<file path="config.mk">
export PLATFORM = sky130hd
export DESIGN_NAME = parking_slot_ctrl
export DESIGN_NICKNAME = d
export VERILOG_FILES = /design/src/rtl/parking_pkg.sv /design/src/rtl/parking_free_finder.sv /design/src/rtl/parking_slot_ctrl.sv
export SDC_FILE = /design/constraint.sdc
export NUM_CORES = 1
export LEC_CHECK = 0
export CORE_MARGIN = 2
export CORE_UTILIZATION = 49
export DETAILED_ROUTE_END_ITERATION = 8
export GPL_TIMING_DRIVEN = 1
export PLACE_DENSITY_LB_ADDON = 0.12
export SLEW_MARGIN = 20
export SYNTH_ARGS = -nofsm -noshare
export SYNTH_HDL_FRONTEND = slang
export SYNTH_SLANG_ARGS = --single-unit
</file>
<file path="constraint.sdc">
create_clock -name clk -period 3.1 [get_ports clk]
set_clock_uncertainty 0.2 [all_clocks]
set_input_delay 0.62 -clock clk [delete_from_list [all_inputs] [get_ports clk]]
set_output_delay 0.62 -clock clk [all_outputs]
set_load 0.1 [all_outputs]
</file>
<file path="src/rtl/parking_pkg.sv">
// Shared definitions for the multi-bay parking controller.
//   - park_state_e : entry-gate FSM states and their status codes
//   - STATUS_W     : width of the status output
//   - DEF_*        : default lot size and gate timeout
package parking_pkg;

   localparam int STATUS_W         = 3;
   localparam int DEF_NUM_SLOTS    = 8;
   localparam int DEF_GATE_TIMEOUT = 16;

   typedef enum logic [STATUS_W-1:0] {
      CLOSE  = 3'd0,
      OPEN   = 3'd1,
      GUIDE  = 3'd2,
      COMMIT = 3'd3
   } park_state_e;

endpackage : parking_pkg

</file>
<file path="src/rtl/parking_free_finder.sv">
// Combinational priority encoder over the bay occupancy map.
// Ports:
//   slot_map  in   NUM_SLOTS  bit i set means bay i is occupied
//   free_idx  out  SLOT_W     lowest index whose bit is clear (0 if none)
//   any_free  out  1          at least one bay is clear
module parking_free_finder
   import parking_pkg::*;
#(
   parameter int NUM_SLOTS = DEF_NUM_SLOTS,
   localparam int SLOT_W   = $clog2(NUM_SLOTS)
) (
   input  logic [NUM_SLOTS-1:0] slot_map,
   output logic [SLOT_W-1:0]    free_idx,
   output logic                 any_free
);

   // Scan from the top down so the last hit written is the lowest free index.
   always_comb begin
      free_idx = '0;
      any_free = 1'b0;
      for (int i = NUM_SLOTS - 1; i >= 0; i--) begin
         if (!slot_map[i]) begin
            free_idx = SLOT_W'(i);
            any_free = 1'b1;
         end
      end
   end

endmodule : parking_free_finder

</file>
<file path="src/rtl/parking_slot_ctrl.sv">
// Multi-bay parking controller: entry gate FSM with timeouts, lowest-free
// bay allocation, per-bay occupancy map and an independent exit path.
// Ports:
//   clk, rst_n      clock, asynchronous active-low reset
//   entry_sn        car present at the entry gate (level)
//   car_pass        car has passed the barrier (pulse)
//   park_ack        car has reached its assigned bay (pulse)
//   exit_req        a car is leaving bay exit_slot (pulse)
//   exit_slot       bay being vacated, qualified by exit_req
//   status          FSM state code (doubles as the state debug output)
//   gate_open       barrier open command
//   assign_valid    assigned_slot holds a live reservation
//   assigned_slot   reserved bay index
//   slot_map        occupancy map, bit i = bay i occupied
//   occupancy       number of occupied bays
//   full            occupancy == NUM_SLOTS
//   entry_reject    1-cycle pulse: entry refused, lot full
//   timeout_err     1-cycle pulse: OPEN or GUIDE timed out
//   exit_err        1-cycle pulse: exit for a bay that is not occupied
//
// Handshake semantics: there is no back-pressure anywhere. assign_valid is a
// qualifier only: whenever it is high, assigned_slot names the bay reserved
// for the car currently between gate and bay. The three *_err/_reject outputs
// are single-cycle registered pulses and are not held until acknowledged.
module parking_slot_ctrl
   import parking_pkg::*;
#(
   parameter int NUM_SLOTS    = DEF_NUM_SLOTS,
   parameter int GATE_TIMEOUT = DEF_GATE_TIMEOUT,
   localparam int SLOT_W      = $clog2(NUM_SLOTS),
   localparam int CNT_W       = $clog2(NUM_SLOTS + 1),
   localparam int TMR_W       = $clog2(GATE_TIMEOUT)
) (
   input  logic                 clk,
   input  logic                 rst_n,
   input  logic                 entry_sn,
   input  logic                 car_pass,
   input  logic                 park_ack,
   input  logic                 exit_req,
   input  logic [SLOT_W-1:0]    exit_slot,
   output logic [STATUS_W-1:0]  status,
   output logic                 gate_open,
   output logic                 assign_valid,
   output logic [SLOT_W-1:0]    assigned_slot,
   output logic [NUM_SLOTS-1:0] slot_map,
   output logic [CNT_W-1:0]     occupancy,
   output logic                 full,
   output logic                 entry_reject,
   output logic                 timeout_err,
   output logic                 exit_err
);

   localparam logic [TMR_W-1:0] TMR_LAST = TMR_W'(GATE_TIMEOUT - 1);
   localparam logic [CNT_W-1:0] CNT_MAX  = CNT_W'(NUM_SLOTS);

   park_state_e            state_q, state_d;
   logic [TMR_W-1:0]       timer_q, timer_d;
   logic [SLOT_W-1:0]      assigned_slot_q, assigned_slot_d;
   logic [NUM_SLOTS-1:0]   slot_map_q, slot_map_d;
   logic [CNT_W-1:0]       occupancy_q, occupancy_d;
   logic                   entry_sn_q;
   logic                   entry_reject_q, entry_reject_d;
   logic                   timeout_err_q, timeout_err_d;
   logic                   exit_err_q, exit_err_d;

   logic [SLOT_W-1:0]      free_idx;
   logic                   any_free;
   logic                   full_w;
   logic                   commit;
   logic                   exit_hit;
   logic [NUM_SLOTS-1:0]   exit_mask;
   logic [NUM_SLOTS-1:0]   commit_mask;

   // Allocation always looks at the registered map, so a bay freed by an
   // exit in the same cycle is not a candidate until the next decision.
   parking_free_finder #(.NUM_SLOTS(NUM_SLOTS)) u_free_finder (
      .slot_map (slot_map_q),
      .free_idx (free_idx),
      .any_free (any_free)
   );

   assign full_w = (occupancy_q == CNT_MAX);

   // -------------------------------------------------------------------------
   // Entry FSM
   // -------------------------------------------------------------------------
   always_ff @(posedge clk or negedge rst_n) begin
      if (!rst_n) begin
         state_q         <= CLOSE;
         timer_q         <= '0;
         assigned_slot_q <= '0;
         entry_sn_q      <= 1'b0;
         entry_reject_q  <= 1'b0;
         timeout_err_q   <= 1'b0;
      end else begin
         state_q         <= state_d;
         timer_q         <= timer_d;
         assigned_slot_q <= assigned_slot_d;
         entry_sn_q      <= entry_sn;
         entry_reject_q  <= entry_reject_d;
         timeout_err_q   <= timeout_err_d;
      end
   end

   always_comb begin
      state_d         = state_q;
      timer_d         = timer_q;
      assigned_slot_d = assigned_slot_q;
      entry_reject_d  = 1'b0;
      timeout_err_d   = 1'b0;
      commit          = 1'b0;

      case (state_q)
         CLOSE: begin
            timer_d = '0;
            if (entry_sn) begin
               if (!full_w && any_free) begin
                  state_d         = OPEN;
                  assigned_slot_d = free_idx;
               end else if (!entry_sn_q) begin
                  // Reject once per arrival; a car that keeps waiting does
                  // not generate a pulse every cycle.
                  entry_reject_d = 1'b1;
               end
            end
         end

         OPEN: begin
            if (car_pass) begin
               state_d = GUIDE;
               timer_d = '0;
            end else if (timer_q == TMR_LAST) begin
               state_d       = CLOSE;
               timer_d       = '0;
               timeout_err_d = 1'b1;
            end else begin
               timer_d = timer_q + TMR_W'(1);
            end
         end

         GUIDE: begin
            if (park_ack) begin
               state_d = COMMIT;
               timer_d = '0;
            end else if (timer_q == TMR_LAST) begin
               state_d       = CLOSE;
               timer_d       = '0;
               timeout_err_d = 1'b1;
            end else begin
               timer_d = timer_q + TMR_W'(1);
            end
         end

         COMMIT: begin
            commit  = 1'b1;
            state_d = CLOSE;
            timer_d = '0;
         end

         default: begin
            state_d = CLOSE;
            timer_d = '0;
         end
      endcase
   end

   // -------------------------------------------------------------------------
   // Occupancy map and exit path
   // -------------------------------------------------------------------------
   // One-hot decodes; an exit_slot at or above NUM_SLOTS decodes to all-zero
   // and therefore always lands in the exit_err branch.
   always_comb begin
      exit_mask   = '0;
      commit_mask = '0;
      for (int i = 0; i < NUM_SLOTS; i++) begin
         exit_mask[i]   = (exit_slot == SLOT_W'(i));
         commit_mask[i] = (assigned_slot_q == SLOT_W'(i));
      end
   end

   // The exit is judged against the pre-commit map, so an exit naming the
   // bay being committed this cycle is an error, not a cancel.
   assign exit_hit = exit_req && (|(exit_mask & slot_map_q));

   always_comb begin
      slot_map_d  = slot_map_q;
      occupancy_d = occupancy_q;
      exit_err_d  = exit_req && !exit_hit;

      if (exit_hit) begin
         slot_map_d = slot_map_d & ~exit_mask;
      end
      if (commit) begin
         slot_map_d = slot_map_d | commit_mask;
      end

      case ({commit, exit_hit})
         2'b10:   occupancy_d = occupancy_q + CNT_W'(1);
         2'b01:   occupancy_d = occupancy_q - CNT_W'(1);
         default: occupancy_d = occupancy_q;
      endcase
   end

   always_ff @(posedge clk or negedge rst_n) begin
      if (!rst_n) begin
         slot_map_q  <= '0;
         occupancy_q <= '0;
         exit_err_q  <= 1'b0;
      end else begin
         slot_map_q  <= slot_map_d;
         occupancy_q <= occupancy_d;
         exit_err_q  <= exit_err_d;
      end
   end

   // -------------------------------------------------------------------------
   // Outputs: registered or decoded from registered state only
   // -------------------------------------------------------------------------
   assign status        = state_q;
   assign gate_open     = (state_q == OPEN);
   assign assign_valid  = (state_q == OPEN) || (state_q == GUIDE) || (state_q == COMMIT);
   assign assigned_slot = assigned_slot_q;
   assign slot_map      = slot_map_q;
   assign occupancy     = occupancy_q;
   assign full          = full_w;
   assign entry_reject  = entry_reject_q;
   assign timeout_err   = timeout_err_q;
   assign exit_err      = exit_err_q;

   // Occupancy must never exceed the lot size.
   a_occ_range : assert property (@(posedge clk) disable iff (!rst_n)
      occupancy_q <= CNT_MAX);

   // A commit must always target a bay that is still free.
   a_commit_free : assert property (@(posedge clk) disable iff (!rst_n)
      (state_q == COMMIT) |-> !(|(slot_map_q & commit_mask)));

endmodule : parking_slot_ctrl
</file>
==> summary.md, run 1 <==
| Metric | Value |
|---|---|
| Die area | 3271 um2 |
| Largest net degree at the start of global routing | 27 |
| Top-Level Pins | 33 |
| Xor and xnor area share after synthesis | 0.03791 |
| Share of layout cells above drive strength 1 | 0.3018 |
| Drt via density | 5.850 |
| # diodes | 0 |
| Area Growth Syn to Fin | 29.15% |
| Initial Util | 0.5115 |
| Peak Freq | about 0.34 GHz |
| DRT iter0 DRCs | 70 |
| Clk buf depth | 2 |
| Global-route wire length before repair | 5271 um |
| Total track usage | 0.2078 |
| Min Tclk post-route | 2.977 ns |
| Number of max-cap violations | 0 |
| Worst vdd ir | 0.8486 mV |
| Worst Setup Start Kind | input pin |
| Synth Cell Area | 1386 um2 |
| Fin. max-slew vios | 0 |
| Crit path capture type | flop |
| H-tree lvl count | 1 |
| Cell variety after synth | 36 |
| Antenna violations before repair | 0 |
| Setup Crit Path Kind | in -> reg |
| Simple-Gate Fraction of Synth Area | 0.2130 |
| # clock sinks | 26 |
| Number of flops mapped to enable cells by yosys | 0 |
| Worst Path Arrival | between 3 and 4 ns |
| Combinational family with the most area after synthesis | simple AND/OR/NAND/NOR gates |
| Pwr dens | 849.7 nW/um2 |
| Drt wl/cell | 15.29 um |
| Post-layout net count | 183 |
| Height of the chip | 57.19 um |
| Static Leakage | 0.8054 nW |
| RSZ-0062 raised after global routing | no |
| Fin. Hold Viols | 0 |
| Routed wire length | 3058 um |
| DRC violations left | 0 |
| Async set-or-reset flop fraction in the synthesized netlist | 1.000 |
| Outcome | finished clean |
| Final core occ | 0.6607 |
| Final setup fails | 0 |
| Fillers | approximately 230 |
| Period Utilization, post-route | 0.9603 |
| Vias in the first global route | ~1100 |
| Total number of vias | 1170 |
| YS warnings | 0 |
| Adder-Cell Fraction of Synth Area | 0.03610 |
| Core area | roughly 2700 um2 |
| Post-CTS Setup Inserts | 0 |
| Synthesized area per cell | 10.92 um2 |
| CTS buffer count | 3 |
| Drt first pass iters | 4 |
| CP required | 3.16 ns |
| Clock root cell | clkbuf_4 |
| Gpl congestion | 0.8393 |
| Syn_nets | 140 |
| Top_reg_cell synth | dfrtp_1 |
| Site Rows | 19 |
| CP Max Fanout | 4 |
| Synth Register Bits | 26 |
| Clk slew on worst S/H paths | 0.13 ns |
| Post-synthesis compound-gate area fraction | 0.1453 |
| Overflow after GRT | 0 |
| Cell Count, Final, Fillers Out | 200 |
| Width of the die | 57.19 um |
| Worst hold path class | reg -> reg |
| Sequential-to-total area share from yosys stat | 0.4693 |
| Placed insts | 196 |
| PortBufs | 32 |
| Antenna Nets Post-Route | 0 |
| Final Power | 1.521 mW |
| Hpwl dp | 2317 um |
| Clock latency on the worst-skew pair | 0.32 ns |
| TritonCTS clock tree | built |
| Mux contribution to synthesized area | 0.07671 |
| Post-synthesis cell count | 127 |
path summary, 6_finish.rpt:
kind                                endpoint  slack [ns]  cells past startpoint         start
worst min register to register  entry_reject        0.21                      1    entry_sn_q
worst max register to register  occupancy[3]        0.48                      9   slot_map[6]
worst max-delay path            occupancy[3]        0.12                     10  exit_slot[0]
min in group asynchronous         timer_q[2]        0.44                      2         rst_n
max in group asynchronous       occupancy[3]        1.99                      2         rst_n
worst min-delay path            entry_reject        0.21                      1    entry_sn_q
cell type report:
cell class / count / area (um2) / share of cell area
multi-input cells: 94 / 729.5 / 0.4074
repair buffers: 38 / 307.8 / 0.1719
flip-flops and latches: 26 / 651.9 / 0.3641
clock buffers: 4 / 36.28 / 0.02027
well taps: 31 / 38.79 / 0.02166
inverters: 7 / 26.28 / 0.01468
flip-flops by register name (all words and copies together) (netlist names):
register and count:
status 3, occupancy 4, timeout_err 1, slot_map 8, timer_q 4, assigned_slot 3, entry_sn_q 1, entry_reject 1
exit_err 1
report_power, final:
part | switching (mW) | leakage (nW) | internal [mW]
clock | 0.0992 | 0.0210 | 0.0719
sequential | 0.117 | 0.339 | 0.400
combinational | 0.617 | 0.445 | 0.216
total | 0.833 | 0.805 | 0.688
cell families (layout without fill, tap and decap cells):
family                     count (synthesis)  after routing
and+or+nand+nor                           46             46
AOI/OAI and AO/OA                         30             30
DFF                                       26             26
muxes                                      7              7
buffers and inverters                      7             49
xor gates and xnor gates                   6              6
adders and majority gates                  4              4
other                                      1              1
cell usage in the layout, fill, tap and decap left out, types with 2 or more instances in the layout:
master | Yosys | final
a32o_1 | 2 | 2
clkdlybuf4s50_1 | 0 | 7
o31ai_1 | 4 | 4
and4bb_2 | 2 | 2
xor2_1 | 4 | 4
buf_4 | 0 | 30
clkbuf_4 | 0 | 3
a31oi_1 | 2 | 2
dfrtp_1 | 26 | 25
nor2b_1 | 3 | 2
nand4_1 | 2 | 2
nand3_1 | 3 | 3
nand2_1 | 7 | 7
nand3b_1 | 4 | 4
a21oi_1 | 4 | 3
mux4_2 | 2 | 2
o21ai_0 | 11 | 11
ha_1 | 4 | 3
xnor2_1 | 2 | 2
nand4b_1 | 2 | 2
mux2_4 | 2 | 2
nor2_1 | 11 | 10
inv_1 | 7 | 7
nand2b_1 | 6 | 6
synth_stat cells, types with 2 or more instances:
cell type	instances	area share
dfrtp_1	26	0.47
xnor2_1	2	0.013
nand3_1	3	0.011
nor2b_1	3	0.014
nor2_1	11	0.030
a32o_1	2	0.014
nand3b_1	4	0.022
nand4b_1	2	0.013
nand2b_1	6	0.027
mux4_2	2	0.032
mux2i_1	2	0.014
nor3_1	2	0.0072
o21ai_0	11	0.040
ha_1	4	0.036
a31oi_1	2	0.0090
mux2_4	2	0.022
and4bb_2	2	0.018
o31ai_1	4	0.022
a21oi_1	4	0.014
inv_1	7	0.019
nand4_1	2	0.0090
xor2_1	4	0.025
nand2_1	7	0.019
metal layers:
layer  vias up  global-route usage  wire [um]
met5         -                   0          0
met4         0             0.07973         46
met3         5             0.02268        157
met2        39              0.3317       1509
met1       576              0.2940       1344
li1        550                   -          -
critical path: stages:
cell and delay, ns:
clkdlybuf4s50_1 0.51, mux4_2 0.52, mux2i_2 0.21, nor2b_2 0.09, buf_4 0.13, ha_1 0.24
and4bb_2 0.29, mux2i_1 0.07, a21oi_1 0.20, xor2_1 0.15
stage by stage:
stage	instance area, um2	setup slack [ns]	setup TNS, ns	hold slack, ns
after global placement	1739	-0.1825	-0.3698	0.1980
after floorplan	1395	-0.08920	-0.08920	0.1244
after CTS	1775	0.09020	0	0.2211
after global routing	1790	0.01846	0	0.2321
after detailed placement	1739	-0.2717	-0.5609	0.2027
final	1790	0.1231	0	0.2144
timing repair:
action                                  4_1_cts  5_1_grt
resized for setup                             0        5
endpoints found under the setup margin        0        2
hold buffers                                  0        0
(Power assumes the default switching activity.)
==> inputs of run 2 (changes only) <==
--- a/config.mk
+++ b/config.mk
@@ -6,10 +6,12 @@
 export NUM_CORES = 1
 export LEC_CHECK = 0
 export CORE_MARGIN = 2
-export CORE_UTILIZATION = 49
+export CORE_UTILIZATION = 38
 export DETAILED_ROUTE_END_ITERATION = 8
 export GPL_TIMING_DRIVEN = 1
 export PLACE_DENSITY_LB_ADDON = 0.12
+export REMOVE_ABC_BUFFERS = 1
+export SKIP_LAST_GASP = 1
 export SLEW_MARGIN = 20
 export SYNTH_ARGS = -nofsm -noshare
 export SYNTH_HDL_FRONTEND = slang
==> run 2 against run 1 <==
Sequential share of layout area is 0.35 points lower. Register-to-register slack about the same. Global-route usage fell by 2.8 points. Sequential power is essentially flat. Total power rose by 3.5%. First-iteration DRC count fell by 47%. Flip-flop and latch count stayed put. Critical path type unchanged. Largest cell class unchanged. Highest routed layer unchanged.
==> summary.md, run 2 (same netlist as run 1, synthesis figures left out) <==
| Metric | Value |
|---|---|
| Drt wl/cell | roughly 15 um |
| DRT iter0 DRCs | 37 |
| Clock latency on the worst-skew pair | 0.32 ns |
| Final setup fails | 0 |
| Routed wire length | between 3000 and 4000 um |
| Site Rows | 21 |
| Width of the die | 64.40 um |
| Overflow after GRT | 0 |
| RSZ-0062 raised after global routing | no |
| Clk slew on worst S/H paths | about 0.15 ns |
| Clk buf depth | 2 |
| Share of layout cells above drive strength 1 | 0.2663 |
| DRC violations left | 0 |
| Post-CTS Setup Inserts | 0 |
| Pwr dens | ~870 nW/um2 |
| Core area | 3416 um2 |
| Final Power | about 1.6 mW |
| # clock sinks | 26 |
| CTS buffer count | 3 |
| Drt via density | 5.293 |
| CP required | 3.12 ns |
| Initial Util | 0.4059 |
| PortBufs | 32 |
| Worst Setup Start Kind | input pin |
| Hpwl dp | 2532 um |
| Gpl congestion | 0.8735 |
| Fin. max-slew vios | 0 |
| Min Tclk post-route | 2.965 ns |
| Hold buffers post-CTS | 0 |
| # diodes | 0 |
| Die area | roughly 4100 um2 |
| Antenna Nets Post-Route | 0 |
| Total track usage | 0.1796 |
| Fin. Hold Viols | 0 |
| Peak Freq | between 0.3 and 0.4 GHz |
| H-tree lvl count | 1 |
| Commonest non-fill, non-tap cell in the layout | buf_4 |
| Total number of vias | 1138 |
| Vias in the first global route | around 1200 |
| Global-route wire length before repair | around 5800 um |
| Area Growth Syn to Fin | 30.14% |
| Largest register FFs | 8 |
| PostCTS Resize Cnt | 0 |
| Outcome | finished clean |
| Worst hold path class | reg -> reg |
| Antenna violations before repair | 0 |
| Clock root cell | clkbuf_4 |
| Post-layout net count | 183 |
| Crit path capture type | flop |
| Period Utilization, post-route | 0.9564 |
| Final core occ | 0.5282 |
| Static Leakage | 0.8039 nW |
| Worst Path Arrival | 2.98 ns |
| Most frequent cells in the layout | buf_4 (30), dfrtp_1 (26), nor2_1 (11), o21ai_0 (11), clkdlybuf4s50_1 (8) |
| Setup Crit Path Kind | in -> reg |
| CP Max Fanout | 2 |
| Height of the chip | 64.40 um |
| Top-Level Pins | 33 |
| Number of max-cap violations | 0 |
| Drt first pass iters | 4 |
| TritonCTS clock tree | built |
| Largest net degree at the start of global routing | 27 |
| Worst vdd ir | approximately 0.31 mV |
-- run 2: changes by cell type in the layout (fill, tap and decap cells not counted), sizes merged --
| cell | change |
|---|---|
| bufinv | +1 |
| clkbuf | -1 |
| clkdlybuf4s50 | +1 |
| dlymetal6s2s | -1 |
-- run 2: final timing paths --
path,from,slack [ns],end,cells past startpoint
max in group asynchronous,rst_n,2.00,status[0],2
worst min register to register,entry_sn_q,0.22,entry_reject,1
worst max register to register,slot_map[1],0.49,occupancy[2],10
worst max-delay path,exit_slot[2],0.14,occupancy[2],11
worst min-delay path,entry_sn_q,0.22,entry_reject,1
min in group asynchronous,rst_n,0.44,slot_map[3],2
-- run 2: area by class of cell --
type                            count  area (um2)
Fill cell                         321        1612
Multi-Input combinational cell     94       711.9
Sequential cell                    26       650.6
Timing Repair Buffer               38       305.3
Tap cell                           46       57.56
Clock inverter                      1       30.03
Inverter                            7       26.28
Clock buffer                        3       22.52
-- run 2: where the power goes --
| group | total (mW) | internal, mW | switching [mW] |
|---|---|---|---|
| clock network | 0.229 | 0.131 | 0.0986 |
| logic | 0.828 | 0.212 | 0.617 |
| registers | 0.517 | 0.399 | 0.118 |
| total | 1.57 | 0.742 | 0.833 |
-- run 2: worst max-delay path, stage by stage --
cell and delay (ns):
clkdlybuf4s50_1 0.52, mux4_2 0.51, mux2i_1 0.18, nor2b_1 0.10, ha_2 0.20, xor2_1 0.16
ha_1 0.19, a21oi_1 0.14, xor2_1 0.17, nor2_1 0.06, xor2_1 0.13
-- run 2: per-layer routing --
layer  share of wire  vias up  global-route usage
met5               0        -                   0
met4          0.0043        0             0.03989
met3           0.050        2             0.02465
met2            0.48       38              0.3021
met1            0.47      545              0.2466
li1                -      553                   -
-- run 2: metrics by stage --
| stage | cell area, um2 | setup TNS, ns | setup WS (ns) | hold slack (ns) | std cells |
|---|---|---|---|---|---|
| global route | 1804 | 0 | 0.0007860 | 0.2438 | 215 |
| detailed placement | 1749 | -0.6134 | -0.2798 | 0.2026 | 211 |
| floorplan | 1386 | -1.357 | -0.9355 | 0.1244 | 127 |
| CTS | 1802 | 0 | 0.08139 | 0.2279 | 215 |
| global placement | 1749 | -0.4316 | -0.2049 | 0.1986 | 211 |
| finish | 1804 | 0 | 0.1353 | 0.2193 | 215 |
==> RTL edit, RTL diff (flow settings as in run 2) <==
Remove the register `exit_err_q`: a continuous assignment takes its place, so the output `exit_err` follows one clock earlier.
--- a/src/rtl/parking_slot_ctrl.sv
+++ b/src/rtl/parking_slot_ctrl.sv
@@ -205,13 +205,13 @@
       if (!rst_n) begin
          slot_map_q  <= '0;
          occupancy_q <= '0;
-         exit_err_q  <= 1'b0;
       end else begin
          slot_map_q  <= slot_map_d;
          occupancy_q <= occupancy_d;
-         exit_err_q  <= exit_err_d;
-      end
-   end
+      end
+   end
+
+   assign exit_err_q = exit_err_d;
 
    // -------------------------------------------------------------------------
    // Outputs: registered or decoded from registered state only
Formal check against the unedited RTL: not equivalent (Yosys sat finds a counterexample within 4 cycles, from zero or initial values and one cycle with rst_n low).
==> RTL edit against run 2 <==
Synthesized cell count down 0.79%; setup slack improved by 0.26 ns; sequential cell count shrank 1; power fell by 6.5%; cell area shrank 1.6%; combinational power hardly changed; wire length decreased by 6.0%; register-to-register slack got worse by 0.08 ns; area after synthesis shrank 1.8%; die area decreased by 1.7%.
==> RTL edit: results (changes against run 2) <==
pre-CTS WS -0.2883 ns (-0.008451 ns); GR Util met1 0.2054 (-0.04123); slowest cell on the critical path mux4_2; vias in the first global route 1,137 (-3.4%); Crit Path Max Fanout 7 (+5); maximum VDD drop 665.8 uV (+110%); clock latency on the worst-skew pair 0.30 ns (-0.02 ns); Layout fillers 328 (+2.2%); Nets 182 (-0.55%); clock transition at the registers of the reported paths 0.12 ns (-0.03 ns); largest net degree at the start of global routing 26 (-3.7%); P_leak 0.0008009 uW (-0.37%); Iteration-0 DRC Markers 55 (+49%); register area share after synthesis 0.4596 (-0.009755); met3 usage 0.03873 (+0.01408); Reg2Reg Setup Slack 0.41 ns (-0.08 ns); detailed-routing wirelength on met1 1.342 mm (-12%); fmax 370.0 MHz (+9.7%); met2 wire len 1.617 mm (+3.7%); Seq. pwr 505 uW (-2%); Data arrival, critical path 1.88 ns (-1.10 ns); Internal 652.5 uW (-12%); Vias/cell 5.262 (-0.59%); first-pass GRT wire length 5.285 mm (-9.0%); Global Route Usage Sum 0.1631 (-0.01654); top post-synthesis cells by area dfrtp_1, o21ai_0, ha_1; met3 wire len 80 um (-51%); DP Area 1737 sq um (-0.72%); switch share 0.5567 (+0.02759); GP Congestion 0.8285 (-5.2%); final WL 3.060 mm (-6.0%); met2 GRT Util 0.2865 (-0.01563); status finished, final reports clean; layout cells sized above 1 0.2679 (+0.001585)
[RTL edit: final timing paths]
check                                            from  cells past startpoint                  endpoint
worst max-delay path            slot_map[1]$_DFF_PN0_                      4                  exit_err
worst min-delay path             entry_sn_q$_DFF_PN0_                      1    entry_reject$_DFF_PN0_
worst max register to register  slot_map[1]$_DFF_PN0_                     10  occupancy[2]$_DFFE_PN0P_
worst min register to register   entry_sn_q$_DFF_PN0_                      1    entry_reject$_DFF_PN0_
max in group asynchronous                       rst_n                      2     status[0]$_DFFE_PN0P_
min in group asynchronous                       rst_n                      2     timeout_err$_DFF_PN0_
[RTL edit: area by class of cell]
type | count | area share
Inverter | 7 | 0.01480
Clock buffer | 4 | 0.01480
Sequential cell | 25 | 0.3524
Tap cell | 46 | 0.03242
Timing Repair Buffer | 38 | 0.1818
Multi-Input combinational cell | 94 | 0.4038
[RTL edit: worst reg2reg max path: stages (launching register included)]
cell,delay (ns)
dfrtp_1,0.50
mux4_2,0.51
mux2i_2,0.19
nor2b_1,0.10
ha_1,0.23
xor2_1,0.17
ha_1,0.21
a21oi_2,0.12
xor2_1,0.16
nor2_1,0.06
xor2_1,0.14
[RTL edit: repair_timing]
action                                  4_1_cts  5_1_grt
endpoints found under the setup margin        0        3
resized for setup                             0        4
setup buffers                                 0        0
[RTL edit: kinds of logic after synthesis]
group | Yosys count | synth area share
buf+inv | 7 | 0.01930
fa+ha+maj | 4 | 0.03677
other cells | 1 | 0.002755
flops | 25 | 0.4596
xor+xnor | 6 | 0.03860
mux | 7 | 0.07812
simple gates | 46 | 0.2169
compound gates | 30 | 0.1480
[RTL edit: metrics by stage]
step | cells | setup TNS [ns]
after global placement | 210 | -0.4101
final | 214 | 0
after detailed placement | 210 | -0.6114
after CTS | 214 | 0
after floorplan | 126 | -1.357
after global routing | 214 | 0
